File: src/rtl/counter_updown_prescaled.sv
// Up/down counter with upper limit, wrap/saturate bounds, parallel load and a clock prescaler.
// Output and Tc update one edge after a tick or load; free-running, with no backpressure.
module counter_updown_prescaled #(
  parameter int unsigned      WIDTH    = 4,
  parameter logic [WIDTH-1:0] LIMIT    = {WIDTH{1'b1}},
  parameter int unsigned      PRESCALE = 1,
  parameter bit               SATURATE = 1'b0
) (
  input  logic             clk_50M,
  input  logic             Reset,
  input  logic             En,
  input  logic             Up,
  input  logic             Load,
  input  logic [WIDTH-1:0] Load_value,
  output logic [WIDTH-1:0] Output,
  output logic             Tc
);

  localparam int unsigned      PSC_W    = (PRESCALE > 1) ? $clog2(PRESCALE) : 1;
  localparam logic [PSC_W-1:0] PSC_LAST = PSC_W'(PRESCALE - 1);

  logic [PSC_W-1:0] psc;
  logic [PSC_W-1:0] psc_nxt;
  logic             psc_last;
  logic             tick;
  logic [WIDTH-1:0] cnt_nxt;
  logic             term;
  logic [WIDTH-1:0] load_clamped;

  // With PRESCALE=1, PSC_LAST is 0 and psc never leaves 0, so tick reduces to En.
  assign psc_last = (psc == PSC_LAST);
  assign psc_nxt  = psc_last ? '0 : psc + PSC_W'(1);
  assign tick     = En && psc_last;

  assign load_clamped = (Load_value > LIMIT) ? LIMIT : Load_value;

  always_comb begin
    cnt_nxt = Output;
    term    = 1'b0;
    if (Up) begin
      if (Output == LIMIT) begin
        term    = 1'b1;
        cnt_nxt = SATURATE ? LIMIT : '0;
      end else begin
        cnt_nxt = Output + WIDTH'(1);
      end
    end else begin
      if (Output == '0) begin
        term    = 1'b1;
        cnt_nxt = SATURATE ? '0 : LIMIT;
      end else begin
        cnt_nxt = Output - WIDTH'(1);
      end
    end
  end

  // Load wins over a coincident tick; the discarded tick also restarts the prescaler.
  always_ff @(posedge clk_50M or negedge Reset) begin
    if (!Reset) begin
      Output <= '0;
      psc    <= '0;
      Tc     <= 1'b0;
    end else if (Load) begin
      Output <= load_clamped;
      psc    <= '0;
      Tc     <= 1'b0;
    end else begin
      if (En) begin
        psc <= psc_nxt;
      end
      if (tick) begin
        Output <= cnt_nxt;
        Tc     <= term;
      end else begin
        Tc     <= 1'b0;
      end
    end
  end

endmodule

File: config.mk
export PLATFORM = sky130hd
export DESIGN_NAME = counter_updown_prescaled
export DESIGN_NICKNAME = d
export VERILOG_FILES = /design/src/rtl/counter_updown_prescaled.sv
export SDC_FILE = /design/constraint.sdc
export NUM_CORES = 1
export LEC_CHECK = 0
export CORE_AREA = 4 4 41 43
export CTS_CLUSTER_SIZE = 28
export DETAILED_ROUTE_END_ITERATION = 10
export DIE_AREA = 0 0 45 47
export SETUP_SLACK_MARGIN = 0.05
export SYNTH_ARGS = -nofsm -noshare
export SYNTH_HDL_FRONTEND = slang
export SYNTH_SLANG_ARGS = --single-unit
File: constraint.sdc
create_clock -name clk_50M -period 2.35 [get_ports clk_50M]
set_clock_uncertainty 0.1 [all_clocks]
set_input_delay 0.47 -clock clk_50M [delete_from_list [all_inputs] [get_ports clk_50M]]
set_output_delay 0.47 -clock clk_50M [all_outputs]
set_load 0.05 [all_outputs]
==> flow_summary_export.csv <==
group,metric,value,unit
timing,max_freq,462,MHz
synth,syn-cell-area,364,um2
synth,ys_ff_latch,5,
synth,synth_nets,55,
pwr,p_per_area,638,nW/um2
final_layout,antenna_cells,0,
critical_path,path_cells,"clkdlybuf4s50_1",
floorplanning,fp.dieArea,2120,um2
timing,rsz0062_at_grt,"false",
timing,period_minus_slack,2.16,ns
drt,routedWlPerCell,11.8,um
critical_path,cp-end-kind,"output pin",
synth,synth_top_area_share,0.344,
critical_path,critPathLaunchType,"flop",
drt,drc_errors,0,
critical_path,critical_path.max_stage_delay,0.86,ns
synth,syn_inst,44,
drt,first_iter_violations,5,
final_layout,layout_common_cells,"clkdlybuf4s50_1, dfrtp_1, a21oi_1, o21ai_1, nand2_1",
grt,grt_usage,0.0926,
clock_tree,clkTransAtPathRegs,0.04,ns
pwr,p_total,0.000334,W
synth,seq_area_frac_synth,0.344,
final_layout,fill_cells,137,
floorplanning,start_util,0.280,
critical_path,startpoint,"Output[0]",
final_layout,utilization,0.403,
drt,via_count,360,
synth,synth.avg_cell_area,8.27,um2
timing,hold_viol_final,0,
drt,dr.pass1.iters,2,
timing,timing.setup.tns,0,ns
final_layout,final_common_cell,"clkdlybuf4s50_1",
grt,grt_pass1_vias,333,
clock_tree,clk_latency,0.24,ns
timing,maxSlewViolCount,0,
synth,ys_types,24,
critical_path,cp.required,1.78,ns
timing,timing.final.crit_share,0.921,
final_layout,fin_area,524,um2
pwr,p_leak,0.224,nW
drt,viasPerCell,4.86,
synth,synth_area_leaders,"dfrtp_1, ha_1, a21oi_1",
synth,synth_area_leader_cell,"dfrtp_1",
grt,grt_pass1_wl,1370,um
placement,port_buffers,13,
grt,grt_max_degree,10,
critical_path,worstSetupPathType,"reg2out",
min_path,min_path_type,"in2async",
timing,worst_pin_slew,0.497,ns
critical_path,worst-path-max-fanout,9,
grt,overflow,0,
grt,antenna_found_initial,0,
floorplanning,die_h,47,um
placement,place_area,498,um2
outcome,status,"finished, final reports clean",
synth,synth_warnings,0,
placement,place_congestion,0.796,
critical_path,crit_family,"buffers and inverters",
final_layout,drive_above_1_share,0.0678,
timing,max_slew_margin,0.668,
clock_tree,ctsHoldBuffers,0,
critical_path,crit_buf_inv,1,
final_layout,nets,71,
clock_tree,clock_sinks,5,
job,cap_violations,0,
clock_tree,root_buffer,"clkbuf_4",
clock_tree,clk_path_buf_depth,2,
timing,hold_slack,0.360,ns
floorplanning,die_x,45,um
drt,ant_nets,0,
clock_tree,post-cts-setup-buffers,0,
drt,routed_wl,872,um
clock_tree,tritoncts,"done",
floorplanning,fp-row-count,13,
clock_tree,htreeDepth,1,
critical_path,slowest_stage,"clkdlybuf4s50_1",
critical_path,r2r-start,"Output[0]",
final_layout,area_growth,44.0,%
clock_tree,cts_resized,0,
pwr,ir_drop,0.347,mV
clock_tree,cts_buffers,3,
timing,setup_viol,0,
floorplanning,fp.coreArea,1300,um2
floorplanning,io_pins,14,
critical_path,arrival,1.59,ns
where the power goes:
| group | internal [W] | total [W] | switching (W) |
|---|---|---|---|
| clock | 0.0000642 | 0.000100 | 0.0000358 |
| combinational | 0.0000532 | 0.000120 | 0.0000667 |
| sequential | 0.0000951 | 0.000114 | 0.0000193 |
| total | 0.000212 | 0.000334 | 0.000122 |
stage by stage:
stage	std cells	setup slack, ns
floorplan	44	0.552
global placement	70	0.469
detailed placement	70	0.444
CTS	74	0.176
global route	74	0.118
finish	74	0.185
area by class of cell:
cell class | instances | area [um2] | share of cell area
multi-input combinational | 34 | 213 | 0.406
timing repair buffer | 13 | 130 | 0.248
sequential | 5 | 125 | 0.239
clock buffer | 4 | 26.3 | 0.0501
tap | 15 | 18.8 | 0.0358
inverter | 3 | 11.3 | 0.0215
state kept, by name, indices dropped and copies added, names as in the netlist:
name	cells
Tc	1
Output	4
logic make-up (layout without fill, tap and decap cells):
| family | after synthesis | after routing | synth area share |
|---|---|---|---|
| xor+xnor | 2 | 2 | 0.0481 |
| flops | 5 | 5 | 0.344 |
| fa+ha+maj | 2 | 2 | 0.0687 |
| buf+inv | 5 | 20 | 0.0722 |
| simple gates | 12 | 12 | 0.155 |
| compound gates | 18 | 18 | 0.313 |
synth_stat cells:
library cell	instances
nand2b_1	1
nand2_1	4
nor2b_1	1
xor2_1	1
o21ba_1	1
o221ai_1	1
a21oi_2	1
a31oi_1	1
xnor2_1	1
ha_1	2
dfrtp_1	5
o21ai_1	4
buf_1	1
nor3_1	2
a21o_1	1
and3_1	1
nand3_1	1
nor2_1	2
o21ai_0	2
inv_1	3
buf_6	1
a21boi_0	1
a21oi_1	4
o31ai_1	2
layer usage:
layer	GRT usage	up-vias	wire, um
met3	0.0575	0	69
li1	-	188	-
met1	0.103	159	395
met4	0.0175	0	0
met2	0.153	13	408
met5	0	-	0
final timing paths:
check | endpoint | slack [ns] | depth (start not counted)
setup / recovery | Output[0] | 0.19 | 1
hold / removal | Tc | 0.36 | 1
setup reg to reg | Output[3] | 0.78 | 6
hold reg to reg | Tc | 0.60 | 2
max in group asynchronous | Output[2] | 1.59 | 1
min in group clk_50M | Tc | 0.60 | 2
No activity file was read; power rests on OpenSTA's default activity.
==> RTL edit 1, RTL diff (same flow settings) <==
Make the reset (`Reset`) synchronous in one clocked block.
--- a/src/rtl/counter_updown_prescaled.sv
+++ b/src/rtl/counter_updown_prescaled.sv
@@ -57,3 +57,3 @@
   // Load wins over a coincident tick; the discarded tick also restarts the prescaler.
-  always_ff @(posedge clk_50M or negedge Reset) begin
+  always_ff @(posedge clk_50M) begin
     if (!Reset) begin
Behaviour: differs if Reset is asserted again (counterexample within 4 cycles, from zero or initial values and one cycle with Reset low); with Reset held inactive, the same outputs for 10 cycles.
==> RTL edit 1 against the original RTL <==
Fmax down 1.6%. Register-to-register slack worse by 0.13 ns. Die area unchanged. Routed wire length down 0.23%. Cell area up 1.7%. Worst setup slack worse by 0.035 ns. Synthesized area up 4.1%. Hold slack better by 0.13 ns. Sequential cell count unchanged. Total power down 10%. Final cell count up 2.7%. Sequential share of layout area down 5.1 points. Global-route usage up 0.39 points.
==> RTL edit 1: results <==
<?xml version="1.0" encoding="UTF-8"?>
<metrics>
  <group name="run_status">
    <metric name="run_status" unit="">completed</metric>
  </group>
  <group name="drt">
    <metric name="detailedRoute.firstPassIterationCount" unit="">4</metric>
    <metric name="postRouteWirelength" unit="um">870</metric>
    <metric name="detailroute.wirelength.met3" unit="um">77</metric>
    <metric name="routedLengthMet1" unit="um">389</metric>
    <metric name="drt-vias-per-instance" unit="">5.07</metric>
    <metric name="route.met2.wl" unit="um">403</metric>
  </group>
  <group name="finish">
    <metric name="flops_and_latches" unit="">5</metric>
    <metric name="n_multi_input_combinational_cell" unit="">35</metric>
    <metric name="final-nonclk-buf-share" unit="%">24.4</metric>
    <metric name="seq_share" unit="%">18.8</metric>
    <metric name="inverters_excl_clock" unit="">4</metric>
    <metric name="layout.clock.cell_area_share" unit="%">4.93</metric>
    <metric name="proportion_of_layout_cells_with_a_drive_suffix_above_1" unit="%">11.5</metric>
    <metric name="area_of_the_multi_input_gates" unit="um^2">243</metric>
  </group>
  <group name="power">
    <metric name="p_switching" unit="uW">99.4</metric>
    <metric name="pwr.group.combinational" unit="uW">93.0</metric>
    <metric name="power_frac_seq" unit="%">34.7</metric>
    <metric name="leak_pwr" unit="uW">0.000214</metric>
    <metric name="ir_drop" unit="V">0.000310</metric>
  </group>
  <group name="global_route">
    <metric name="via_count_of_the_first_global_routing_pass" unit="">357</metric>
    <metric name="grt_util_met3" unit="%">6.90</metric>
    <metric name="groute.usage.overall" unit="%">9.65</metric>
    <metric name="met2_usage" unit="%">15.8</metric>
    <metric name="grt_pass1_wl" unit="mm">1.45</metric>
    <metric name="grt_max_degree" unit="">11</metric>
    <metric name="globalRouteMet1Util" unit="%">11.0</metric>
  </group>
  <group name="placement">
    <metric name="place_ws" unit="ns">0.252</metric>
    <metric name="place_area" unit="um^2">507</metric>
    <metric name="place_inst" unit="">72</metric>
    <metric name="routabilityCongestion" unit="">0.724</metric>
  </group>
  <group name="critical_path">
    <metric name="crit_path_max_fanout" unit="">10</metric>
    <metric name="setup_slack_reg_to_reg" unit="ns">0.65</metric>
    <metric name="arr_time_crit_path" unit="ns">1.63</metric>
  </group>
  <group name="yosys">
    <metric name="ys_async_rst_share" unit="%">0</metric>
    <metric name="synth_top_cells_by_count" unit="">5 x sky130_fd_sc_hd__a21oi_1, 5 x sky130_fd_sc_hd__dfxtp_1, 4 x sky130_fd_sc_hd__inv_1</metric>
    <metric name="syn-mean-instance-area" unit="um^2">8.07</metric>
    <metric name="synth-seq-area-share" unit="%">26.4</metric>
  </group>
  <group name="timing">
    <metric name="max_slew.worst_pin.slew" unit="ns">0.497</metric>
    <metric name="final_worst_path_period_need" unit="ns">2.20</metric>
    <metric name="hold_ws" unit="ns">0.487</metric>
  </group>
  <group name="min_path">
    <metric name="hold_path_class" unit="">flop to flop</metric>
  </group>
</metrics>
## RTL edit 1: changes by cell type in the layout (fill, tap and decap cells not counted), moves of 2 or more
cell / delta
sky130_fd_sc_hd__dfrtp_1: -5
sky130_fd_sc_hd__dfxtp_1: +5
sky130_fd_sc_hd__o21ai_1: -4
sky130_fd_sc_hd__nand3_1: +2
sky130_fd_sc_hd__nor3_1: -2
sky130_fd_sc_hd__nor3b_1: +2
sky130_fd_sc_hd__o31ai_1: -2
## RTL edit 1: cell families after synthesis
| kind of cell | count (synthesis) | synth area share (%) |
|---|---|---|
| fa+ha+maj | 2 | 6.60 |
| compound gates | 14 | 25.1 |
| simple gates | 15 | 22.1 |
| buf+inv | 7 | 9.57 |
| xor+xnor | 2 | 4.62 |
| flops | 5 | 26.4 |
| mux | 2 | 5.61 |
## RTL edit 1: worst min-delay path, stage by stage (launching register included)
cell	delay [ns]
sky130_fd_sc_hd__dfxtp_1	0.37
sky130_fd_sc_hd__nand4_1	0.10
sky130_fd_sc_hd__a21oi_1	0.06
==> RTL edit 2, RTL diff (same settings) <==
Made on the original files. The parameter `WIDTH` goes from 4 to 6.
--- a/src/rtl/counter_updown_prescaled.sv
+++ b/src/rtl/counter_updown_prescaled.sv
@@ -3,3 +3,3 @@
 module counter_updown_prescaled #(
-  parameter int unsigned      WIDTH    = 4,
+  parameter int unsigned      WIDTH    = 6,
   parameter logic [WIDTH-1:0] LIMIT    = {WIDTH{1'b1}},
Ports: changed (resized Load_value and Output); port bits go from 14 to 18. No check against the original RTL was run, so the function may have changed too.
==> RTL edit 2 against the original RTL <==
Sequential cell count rose by 2. Total power rose by 36%. Routed wire length rose by 47%. Cell area rose by 49%. Synthesized area rose by 64%. Clock power rose by 7%. Sequential power rose by 34%. Worst setup slack got worse by 0.0068 ns. Synthesized cell count rose by 61%. Critical path type unchanged.
==> RTL edit 2: results <==
<?xml version="1.0" encoding="UTF-8"?>
<metrics>
  <group name="min_path">
    <metric name="hold_path_class" unit="">primary input to asynchronous set/reset pin</metric>
  </group>
  <group name="placement">
    <metric name="routabilityCongestion" unit="">0.724</metric>
    <metric name="place_area" unit="um^2">753</metric>
    <metric name="port_buffers" unit="">17</metric>
  </group>
  <group name="critical_path">
    <metric name="slowest_stage" unit="">sky130_fd_sc_hd__clkdlybuf4s50_1</metric>
    <metric name="crit_path_max_fanout" unit="">7</metric>
  </group>
  <group name="power">
    <metric name="ir_drop" unit="V">0.000367</metric>
    <metric name="leak_pwr" unit="uW">0.000309</metric>
  </group>
  <group name="yosys">
    <metric name="synth-seq-area-share" unit="%">29.4</metric>
    <metric name="synth_fp_nets" unit="">85</metric>
    <metric name="synth_top_cells_by_count" unit="">9 x sky130_fd_sc_hd__nand2_1, 9 x sky130_fd_sc_hd__nor2_1, 7 x sky130_fd_sc_hd__dfrtp_1</metric>
    <metric name="synth_cell_types" unit="">29</metric>
  </group>
  <group name="finish">
    <metric name="number_of_filler_cells_placed_in_the_layout" unit="">127</metric>
    <metric name="layout_top_registers" unit="">Output (6), Tc (1)</metric>
    <metric name="proportion_of_layout_cells_with_a_drive_suffix_above_1" unit="%">12.5</metric>
    <metric name="finalNetCount" unit="">103</metric>
  </group>
  <group name="drt">
    <metric name="drtIter0Drc" unit="">6</metric>
    <metric name="num_vias" unit="">549</metric>
    <metric name="detailedRoute.firstPassIterationCount" unit="">4</metric>
  </group>
  <group name="timing">
    <metric name="max_slew.worst_pin.slew" unit="ns">0.495</metric>
  </group>
  <group name="run_status">
    <metric name="run_status" unit="">completed</metric>
  </group>
  <group name="clock_tree">
    <metric name="numCtsBuffers" unit="">3</metric>
  </group>
  <group name="global_route">
    <metric name="via_count_of_the_first_global_routing_pass" unit="">490</metric>
    <metric name="grt_max_degree" unit="">14</metric>
    <metric name="grt_pass1_wl" unit="mm">2.13</metric>
  </group>
</metrics>
RTL edit 2: worst paths after layout:
kind,startpoint,end,slack (ns)
max,Output[4],Output[4],0.18
max in group asynchronous,Reset,Output[1],1.51
min,Reset,Output[5],0.39
max reg2reg,Output[0],Output[5],0.67
min reg2reg,Output[1],Output[1],0.62
min in group clk_50M,Output[1],Output[1],0.62
RTL edit 2: cell families (layout without fill, tap and decap cells):
logic type	count (synthesis)	count (layout)	share of synthesized area, %
and+or+nand+nor	28	28	25.4
buffers and inverters	8	25	9.22
adders and majority gates	3	3	6.29
AOI/OAI and AO/OA	20	20	22.2
muxes	1	1	1.68
xor gates and xnor gates	4	4	5.87
DFF	7	7	29.4
RTL edit 2: routing by layer:
metal | wire length [um] | GRT usage (%)
met5 | 0 | 0
met4 | 0 | 1.75
met3 | 99 | 5.75
met2 | 606 | 22.6
met1 | 576 | 17.7
RTL edit 2: area by class of cell:
cell class,count,area [um^2],area share (%)
multi-input cells,56,367,47.0
repair buffers,19,185,23.8
inverters,2,7.51,0.963
well taps,15,18.8,2.41
clock buffers,4,26.3,3.37
flip-flops and latches,7,175,22.5
RTL edit 2: per-stage QoR:
step,setup slack [ns],std cells,hold slack [ns]
after floorplan,0.433,71,0.0744
after global placement,0.335,99,0.625
after detailed placement,0.278,99,0.624
after CTS,0.160,103,0.397
after global routing,0.103,103,0.394
final,0.179,103,0.388
RTL edit 2: report_power, final:
group | switching (uW) | internal [uW]
Sequential | 19.9 | 133
Combinational | 111 | 83.8
Clock | 42.0 | 64.6
